===== config.mk =====
export PLATFORM = sky130hd
export DESIGN_NAME = uart_rx_fifo_flat
export DESIGN_NICKNAME = d
export VERILOG_FILES = /design/src/rtl/uart_rx_fifo_if.sv /design/src/rtl/uart_rx_fifo.sv /design/src/flat_wrapper.sv
export SDC_FILE = /design/constraint.sdc
export NUM_CORES = 1
export LEC_CHECK = 0
export CELL_PAD_IN_SITES_DETAIL_PLACEMENT = 1
export CELL_PAD_IN_SITES_GLOBAL_PLACEMENT = 2
export CORE_MARGIN = 2
export CORE_UTILIZATION = 35
export CTS_BUF_LIST = sky130_fd_sc_hd__clkbuf_4 sky130_fd_sc_hd__clkbuf_8
export DETAILED_ROUTE_END_ITERATION = 16
export GPL_TIMING_DRIVEN = 0
export PLACE_DENSITY = 0.75
export SLEW_MARGIN = 0
export SYNTH_ARGS = -nofsm -noshare
export SYNTH_HDL_FRONTEND = slang
export SYNTH_SLANG_ARGS = --single-unit

===== constraint.sdc =====
create_clock -name clk -period 6.3 [get_ports clk]
set_clock_uncertainty 0.2 [all_clocks]
set_input_delay 0.945 -clock clk [delete_from_list [all_inputs] [get_ports clk]]
set_output_delay 0.945 -clock clk [all_outputs]
set_load 0.01 [all_outputs]

===== src/rtl/uart_rx_fifo_if.sv =====
// uart_rx_fifo_if: read-side handshake of the UART receive FIFO.
interface uart_rx_fifo_if #(parameter int DATA_BITS = 8);
  logic                 rd_valid;
  logic                 rd_ready;
  logic [DATA_BITS-1:0] rd_data;
  logic                 rd_par_err;
  logic                 rd_frm_err;
  logic                 rd_break;
  modport master(output rd_valid, rd_data, rd_par_err, rd_frm_err, rd_break, input rd_ready);
  modport slave(input rd_valid, rd_data, rd_par_err, rd_frm_err, rd_break, output rd_ready);
endinterface


===== src/rtl/uart_rx_fifo.sv =====
// uart_rx_fifo: parametrised UART receiver (data bits, parity, stop bits, runtime divider)
// with error/break detection feeding a circular-buffer FIFO.
module uart_rx_fifo #(
  parameter int DATA_BITS  = 8,
  parameter int PARITY     = 0,
  parameter int STOP_BITS  = 1,
  parameter int FIFO_DEPTH = 16,
  parameter int DIV_W      = 16,
  localparam int AW        = $clog2(FIFO_DEPTH)
) (
  input  logic             clk,
  input  logic             resetn,
  input  logic             rx,
  input  logic [DIV_W-1:0] cfg_div,
  uart_rx_fifo_if.master   rd,
  output logic [AW:0]      level,
  output logic             overflow,
  input  logic             clear_ovf
);
  localparam int W = DATA_BITS + 3;
  localparam logic [AW:0] FULL = FIFO_DEPTH[AW:0];
  typedef enum logic [2:0] {IDLE, START, DATA, PAR, STOP, BRK} state_t;
  state_t st;
  logic rx_m, rxs, rxs_d;
  logic [DIV_W-1:0] div_l, cnt;
  logic [3:0] bit_i;
  logic [DATA_BITS-1:0] sh;
  logic par_err, frm_err, frm_now, tick, push, pop, accept;
  logic [W-1:0] mem [FIFO_DEPTH];
  logic [W-1:0] entry, head;
  logic [AW:0] wp, rp;
  assign tick = cnt == '0;
  assign push = st == STOP && tick && bit_i == 4'(STOP_BITS - 1);
  assign frm_now = frm_err | ~rxs;
  assign entry = {sh == '0 && frm_now, par_err, frm_now, sh};
  always_ff @(posedge clk) begin
    if (!resetn) begin
      rx_m <= 1'b1;
      rxs <= 1'b1;
      rxs_d <= 1'b1;
      st <= IDLE;
      div_l <= '0;
      cnt <= '0;
      bit_i <= '0;
      sh <= '0;
      par_err <= 1'b0;
      frm_err <= 1'b0;
    end else begin
      rx_m <= rx;
      rxs <= rx_m;
      rxs_d <= rxs;
      if (st != IDLE && st != BRK) cnt <= tick ? div_l - 1'b1 : cnt - 1'b1;
      case (st)
        IDLE: if (rxs_d && !rxs) begin
          div_l <= cfg_div;
          cnt <= cfg_div >> 1;
          st <= START;
        end
        START: if (tick) begin
          st <= rxs ? IDLE : DATA;
          bit_i <= '0;
          par_err <= 1'b0;
          frm_err <= 1'b0;
        end
        DATA: if (tick) begin
          sh <= {rxs, sh[DATA_BITS-1:1]};
          bit_i <= bit_i == 4'(DATA_BITS - 1) ? '0 : bit_i + 1'b1;
          if (bit_i == 4'(DATA_BITS - 1)) st <= PARITY != 0 ? PAR : STOP;
        end
        PAR: if (tick) begin
          par_err <= (^sh ^ rxs) != (PARITY == 1);
          st <= STOP;
        end
        STOP: if (tick) begin
          frm_err <= frm_now;
          bit_i <= bit_i + 1'b1;
          if (push) st <= entry[W-1] ? BRK : IDLE;
        end
        BRK: if (rxs) st <= IDLE;
        default: st <= IDLE;
      endcase
    end
  end
  // A push into a full FIFO is still accepted when a pop frees the head slot in the same cycle.
  assign pop = rd.rd_valid && rd.rd_ready;
  assign accept = push && (level != FULL || pop);
  assign level = wp - rp;
  assign rd.rd_valid = level != '0;
  assign head = rd.rd_valid ? mem[rp[AW-1:0]] : '0;
  assign {rd.rd_break, rd.rd_par_err, rd.rd_frm_err, rd.rd_data} = head;
  always_ff @(posedge clk) begin
    if (!resetn) begin
      wp <= '0;
      rp <= '0;
      overflow <= 1'b0;
    end else begin
      if (accept) wp <= wp + 1'b1;
      if (pop) rp <= rp + 1'b1;
      overflow <= (push && !accept) | (overflow & ~clear_ovf);
    end
  end
  always_ff @(posedge clk) if (accept) mem[wp[AW-1:0]] <= entry;
endmodule


===== src/flat_wrapper.sv =====
// flat-port wrapper written by rule: the top's interface ports become plain ports
module uart_rx_fifo_flat 
#(
  parameter int DATA_BITS  = 8,
  parameter int PARITY     = 0,
  parameter int STOP_BITS  = 1,
  parameter int FIFO_DEPTH = 16,
  parameter int DIV_W      = 16,
  localparam int AW        = $clog2(FIFO_DEPTH)
)
  (clk, resetn, rx, cfg_div, level, overflow, clear_ovf, rd_rd_valid, rd_rd_data, rd_rd_par_err, rd_rd_frm_err, rd_rd_break, rd_rd_ready);
  uart_rx_fifo_if #(.DATA_BITS(DATA_BITS)) rd_i ();
  input  logic clk;
  input  logic resetn;
  input  logic rx;
  input  logic [DIV_W-1:0] cfg_div;
  output logic [AW:0] level;
  output logic overflow;
  input  logic clear_ovf;
  output wire logic [$bits(rd_i.rd_valid)-1:0] rd_rd_valid;
  output wire logic [$bits(rd_i.rd_data)-1:0] rd_rd_data;
  output wire logic [$bits(rd_i.rd_par_err)-1:0] rd_rd_par_err;
  output wire logic [$bits(rd_i.rd_frm_err)-1:0] rd_rd_frm_err;
  output wire logic [$bits(rd_i.rd_break)-1:0] rd_rd_break;
  input wire logic [$bits(rd_i.rd_ready)-1:0] rd_rd_ready;
  assign rd_rd_valid = rd_i.rd_valid;
  assign rd_rd_data = rd_i.rd_data;
  assign rd_rd_par_err = rd_i.rd_par_err;
  assign rd_rd_frm_err = rd_i.rd_frm_err;
  assign rd_rd_break = rd_i.rd_break;
  assign rd_i.rd_ready = rd_rd_ready;
  uart_rx_fifo #(.DATA_BITS(DATA_BITS), .PARITY(PARITY), .STOP_BITS(STOP_BITS), .FIFO_DEPTH(FIFO_DEPTH), .DIV_W(DIV_W)) u_core (.clk(clk), .resetn(resetn), .rx(rx), .cfg_div(cfg_div), .rd(rd_i), .level(level), .overflow(overflow), .clear_ovf(clear_ovf));
endmodule

# After elaboration in Yosys (flattened, before gate mapping)
# Memory sizes are Yosys's and may differ from the RTL's. A register that Yosys moved wholly into a read port is not among the register bits.
# Index checks and enable logic that the tools add are counted.
# totals
regBits	63
mem_bits_rw	176
input_bits	21
output_inout_bits	18
word_cells	99
mem_count	1
# classes
addsub	6
eq_ne	16
muxes	30
bitwise_logic	6
reduce_logical	27
# memory_table
name	depth	word_bits	read_ports	rd_ports_with_merged_regs	write_ports	line_no	text
u_core.mem	16	11	1	1	1	uart_rx_fifo.sv:29	logic [W-1:0] mem [FIFO_DEPTH];
# op_table
op	count
$mux 16	4
$sub 16x1->16 const B	2
$mux 3	9
$mux 4	6
$pmux 3 s6	1
$logic_not 16->1	1
$ne 2x1->1 const B	8
$pmux 4 s3	1
$mux 11	1
$add 5x1->5 const B	2
$logic_and 1x1->1	8
$logic_not 8->1	1
$reduce_and 8->1	1
$reduce_xor 8->1	1
$eq 3x2->1 const B	2
$eq 3x3->1 const B	2
$reduce_and 3->1	2
$reduce_bool 3->1	2
$mux 1	5
$ne 5x5->1 const B	1
$reduce_bool 5->1	1
$sub 5x5->5	1
$add 4x1->4 const B	1
$eq 4x3->1 const B	1
15 further kinds	21

# Depth between registers and ports, before layout
# depth
depth_word	8
depth_mapped	13
mapped_depth_nobuf	11

# Least setup slack after synthesis
# No wires, ideal clock.
# synth_timing
path_kind	register to output
start	register u_core.wp[0]
end	output port rd_rd_data[1]
t_arrival_ns	2.350
path_slack_ns	2.805
path_stages_with_launch	12
path_buffers	2
path_cell_list	dfxtp_1 -> inv_1 -> ha_1 -> inv_1 -> fa_1 -> a21o_1 -> a21oi_1 -> xor2_1 -> o211a_1 -> clkbuf_1 -> clkbuf_1 -> nor2b_1
# synth_between
elab_chain_cells	3
# synth_rtl
item	line_no	text
start, declared	uart_rx_fifo.sv:31	logic [AW:0] wp, rp;
start signal, assigned	uart_rx_fifo.sv:97	if (accept) wp <= wp + 1'b1;
$sub 5x5->5	uart_rx_fifo.sv:87	assign level = wp - rp;
$reduce_bool 5->1	uart_rx_fifo.sv:88	assign rd.rd_valid = level != '0;
$mux 11	uart_rx_fifo.sv:89	assign head = rd.rd_valid ? mem[rp[AW-1:0]] : '0;
end, declared	flat_wrapper.sv:21	output wire logic [$bits(rd_i.rd_data)-1:0] rd_rd_data;
# No other way between the ends.

# Worst setup path in the final report
# Ends and elaborated chain as after synthesis.

==> impl_results.md <==
* Post-synth design cell area at 0.0106 sq mm
* Placer congestion estimate at 0.786
* Clock Tree Root: clkbuf_8
* Final min period at 5.13 ns
* Placed cells at 1184
* Post-synthesis sequential area ratio at 62.5%
* Wire length on met2 at 13300 microns
* WL per Instance at ~21 microns
* Die X at 178 microns
* Hold slack at 0.226 ns
* Slew headroom at 17.0%
* Crit path DAT at 3.98 ns
* Ant diodes at 0
* Worst-Skew Late Latency at 0.55 ns
* Comb power frac at roughly 25%
* Run status: completed
* Post-synth EDFFs at 176
* Fin nets at 876
* P_sw at around 1.2 mW
* Required time of the critical path at about 5.2 ns
* First-pass GRT wire length at 41300 microns
* Pwr dens at 342 mW/mm^2
* Synth-to-Final Area Change at 16.0%
* Critical path depth in cells at 12
* # resized after CTS at 0
* R2R depth at 12
* Vias/cell at 5.38
* Via count at between 6k and 7k
* Metal-1 WL at 11400 microns
* Core Rows at 63
* Antenna violations before repair at 0
* Internal at ~3 mW
* Worst Path Class, Setup: reg2out
* Share of cells above drive strength 1 at ~16%
* CORE AREA at roughly 0.03 sq mm
* Initial Util at a little over a third
* Die footprint at 0.0317 sq mm
* Total power at 4.21 mW
* Startpoint types: register
* Dpl hpwl at 18400 microns
* Final setup viols at 0
* Syn avg cell area at 14.0 sq um
* Synth Instances at 756
* Pins Over Slew Limit at 0
* Vias in the first global route at ~7.1k
* Clock Power Share at 33.3%
* Post-CTS setup buffers at 0
* Non-Filler Instances at 1259
* CP max stage cell: clkbuf_1
* Synth warn at 0
* Num CTS Buffers at 42
* Worst-Margin Slew at between 1 and 1.5 ns
* Pin count of the biggest net entering global routing at 20
* Top-Level Pins at 39
* Die span in y at 178 microns
* Most frequent cells in the layout: 176 x edfxtp_1, 67 x dfxtp_1, 55 x nand2_1, 55 x mux4_2, 54 x a21oi_1
* Gr ovfl total at 0
* Max frequency at 195 MHz
* Hold Path Stages at 1
* WL final at 26200 microns
* Primary FF master, synth: edfxtp_1
* Post-route ant nets at 0
* Remaining DRCs at 0
* Multi-input gate area at 0.00372 sq mm
* CP Capture Type: output pin
* Worst VDD drop at 0.123 mV
* CTS tree: done
* Leakage at 4.08 nW
* Buf/Inv on CP at 5
* Tcrit/Tclk final at between 80% and 90%
* RSZ-0062 raised after global routing: no
* Storage element area at 0.00663 sq mm
* Seq cells post-synth at 243
* Max incr delay on CP at 0.51 ns
* Yosys cell types at 62
* Global Route Usage Sum at about 17%
* Sw Share at between 20% and 30%
* Pre-Repair DR Iteration Count at 4
* Fillers at 3071
* Sequential share of power at 41.8%
* Clock buffer depth at 3
* Initial DRC Count at 411
* Hold buffer count at cts at 0
* WL met3 at 1080 microns
* Clk sink count at 243
* Max Fanout on Critical Path at 10
* Buffers on Ports at 38
* Hold Path Class: reg2reg
* FFs w/ async S/R, synth at 0%
* Final TNS setup at 0 ns
* Commonest non-fill, non-tap cell in the layout: edfxtp_1
* Cell family with the largest share of critical-path delay: buffers and inverters
* Clock-pin slew on the worst setup and hold paths at 0.05 ns
* Max layer used: met4
* Max cap viols at 0
* Crit-path cells: inv_1 > ha_1 > inv_1 > fa_1 > a21o_1 > a21oi_1 > xor2_1 > o211a_1 > clkbuf_1 > clkbuf_1 > nor2b_1 > clkdlybuf4s50_1
* Net Count, Synth at 794
* Final Hold Vio Count at 0
* H-tree levels at 2
## sequential cells by signal, summed over array words and instances, names as in the netlist, named ones only
register / cells
u_core.rxs: 1
u_core.cnt: 16
u_core.wp: 5
u_core.rxs_d: 1
u_core.st: 3
u_core.par_err: 1
u_core.sh: 8
u_core.div_l: 16
u_core.rx_m: 1
u_core.frm_err: 1
u_core.mem: 176
u_core.bit_i: 4
u_core.overflow: 1
u_core.rp: 5
## power by group through the flow
stage	clock network (mW)	registers, mW	logic (mW)
2_1_floorplan	0	1.78	0.669
3_3_place_gp	0	1.79	1.04
3_5_place_dp	0	1.79	1.06
4_1_cts	1.44	1.76	1.06
5_1_grt	1.51	1.76	1.14
6_report	1.40	1.76	1.05
## metrics by stage
step	utilization [%]	cell area, sq um	setup slack [ns]
after floorplan	-	10600	2.80
after global placement	38.6	11500	1.75
after detailed placement	38.6	11500	1.69
after CTS	41.4	12300	1.10
after global routing	41.4	12300	0.848
final	41.4	12300	1.17
## synth_stat cells (all sizes together), types with 6 or more instances
library cell	instances	area share [%]
edfxtp	176	50
dfxtp	67	13
mux4	55	12
nand2	55	1.9
a21oi	54	2.5
nor2	33	1.2
clkbuf	29	1.0
inv	29	1.0
o21ai	21	0.99
and3	19	1.1
nor2b	17	1.0
ha	16	1.9
mux2i	16	1.5
nor3	16	0.76
nand3	14	0.66
buf	10	0.38
or4	8	0.60
a211oi	7	0.50
a31oi	7	0.41
nand2b	7	0.41
nand4	7	0.41
or3	7	0.41
nor4	6	0.41
xnor2	6	0.50
## cell families (layout without fill, tap and decap cells)
family          Yosys count  after routing  share of synthesized area, %
mux                      72             72                          13.3
flops                   243            243                          62.5
buf+inv                  68            181                          2.43
fa+ha+maj                17             17                          2.08
xor+xnor                 10             10                         0.826
compound gates          142            142                          8.79
simple gates            204            204                          10.1
## final timing paths
kind	from	end	slack [ns]
worst min-delay path	u_core.rx_m	u_core.rxs	0.23
worst min register to register	u_core.rx_m	u_core.rxs	0.23
worst max-delay path	u_core.wp[0]	rd_rd_data[1]	1.17
worst max register to register	u_core.cnt[9]	u_core.cnt[8]	2.14
## area by class of cell
class	instances	share of cell area, %
inverters	29	0.885
clock inverters	17	0.916
well taps	390	3.97
clock buffers	58	5.78
multi-input cells	445	30.2
plain buffers	39	1.21
repair buffers	38	3.09
flip-flops and latches	243	53.9
## metal layers
| metal | track usage (%) | vias up |
|---|---|---|
| met3 | 3.22 | 36 |
| met2 | 30.5 | 145 |
| met1 | 21.5 | 3457 |
| met4 | 4.10 | 0 |
| li1 | - | 3138 |
| met5 | 0 | - |
No activity file was read; power rests on OpenSTA's default activity.
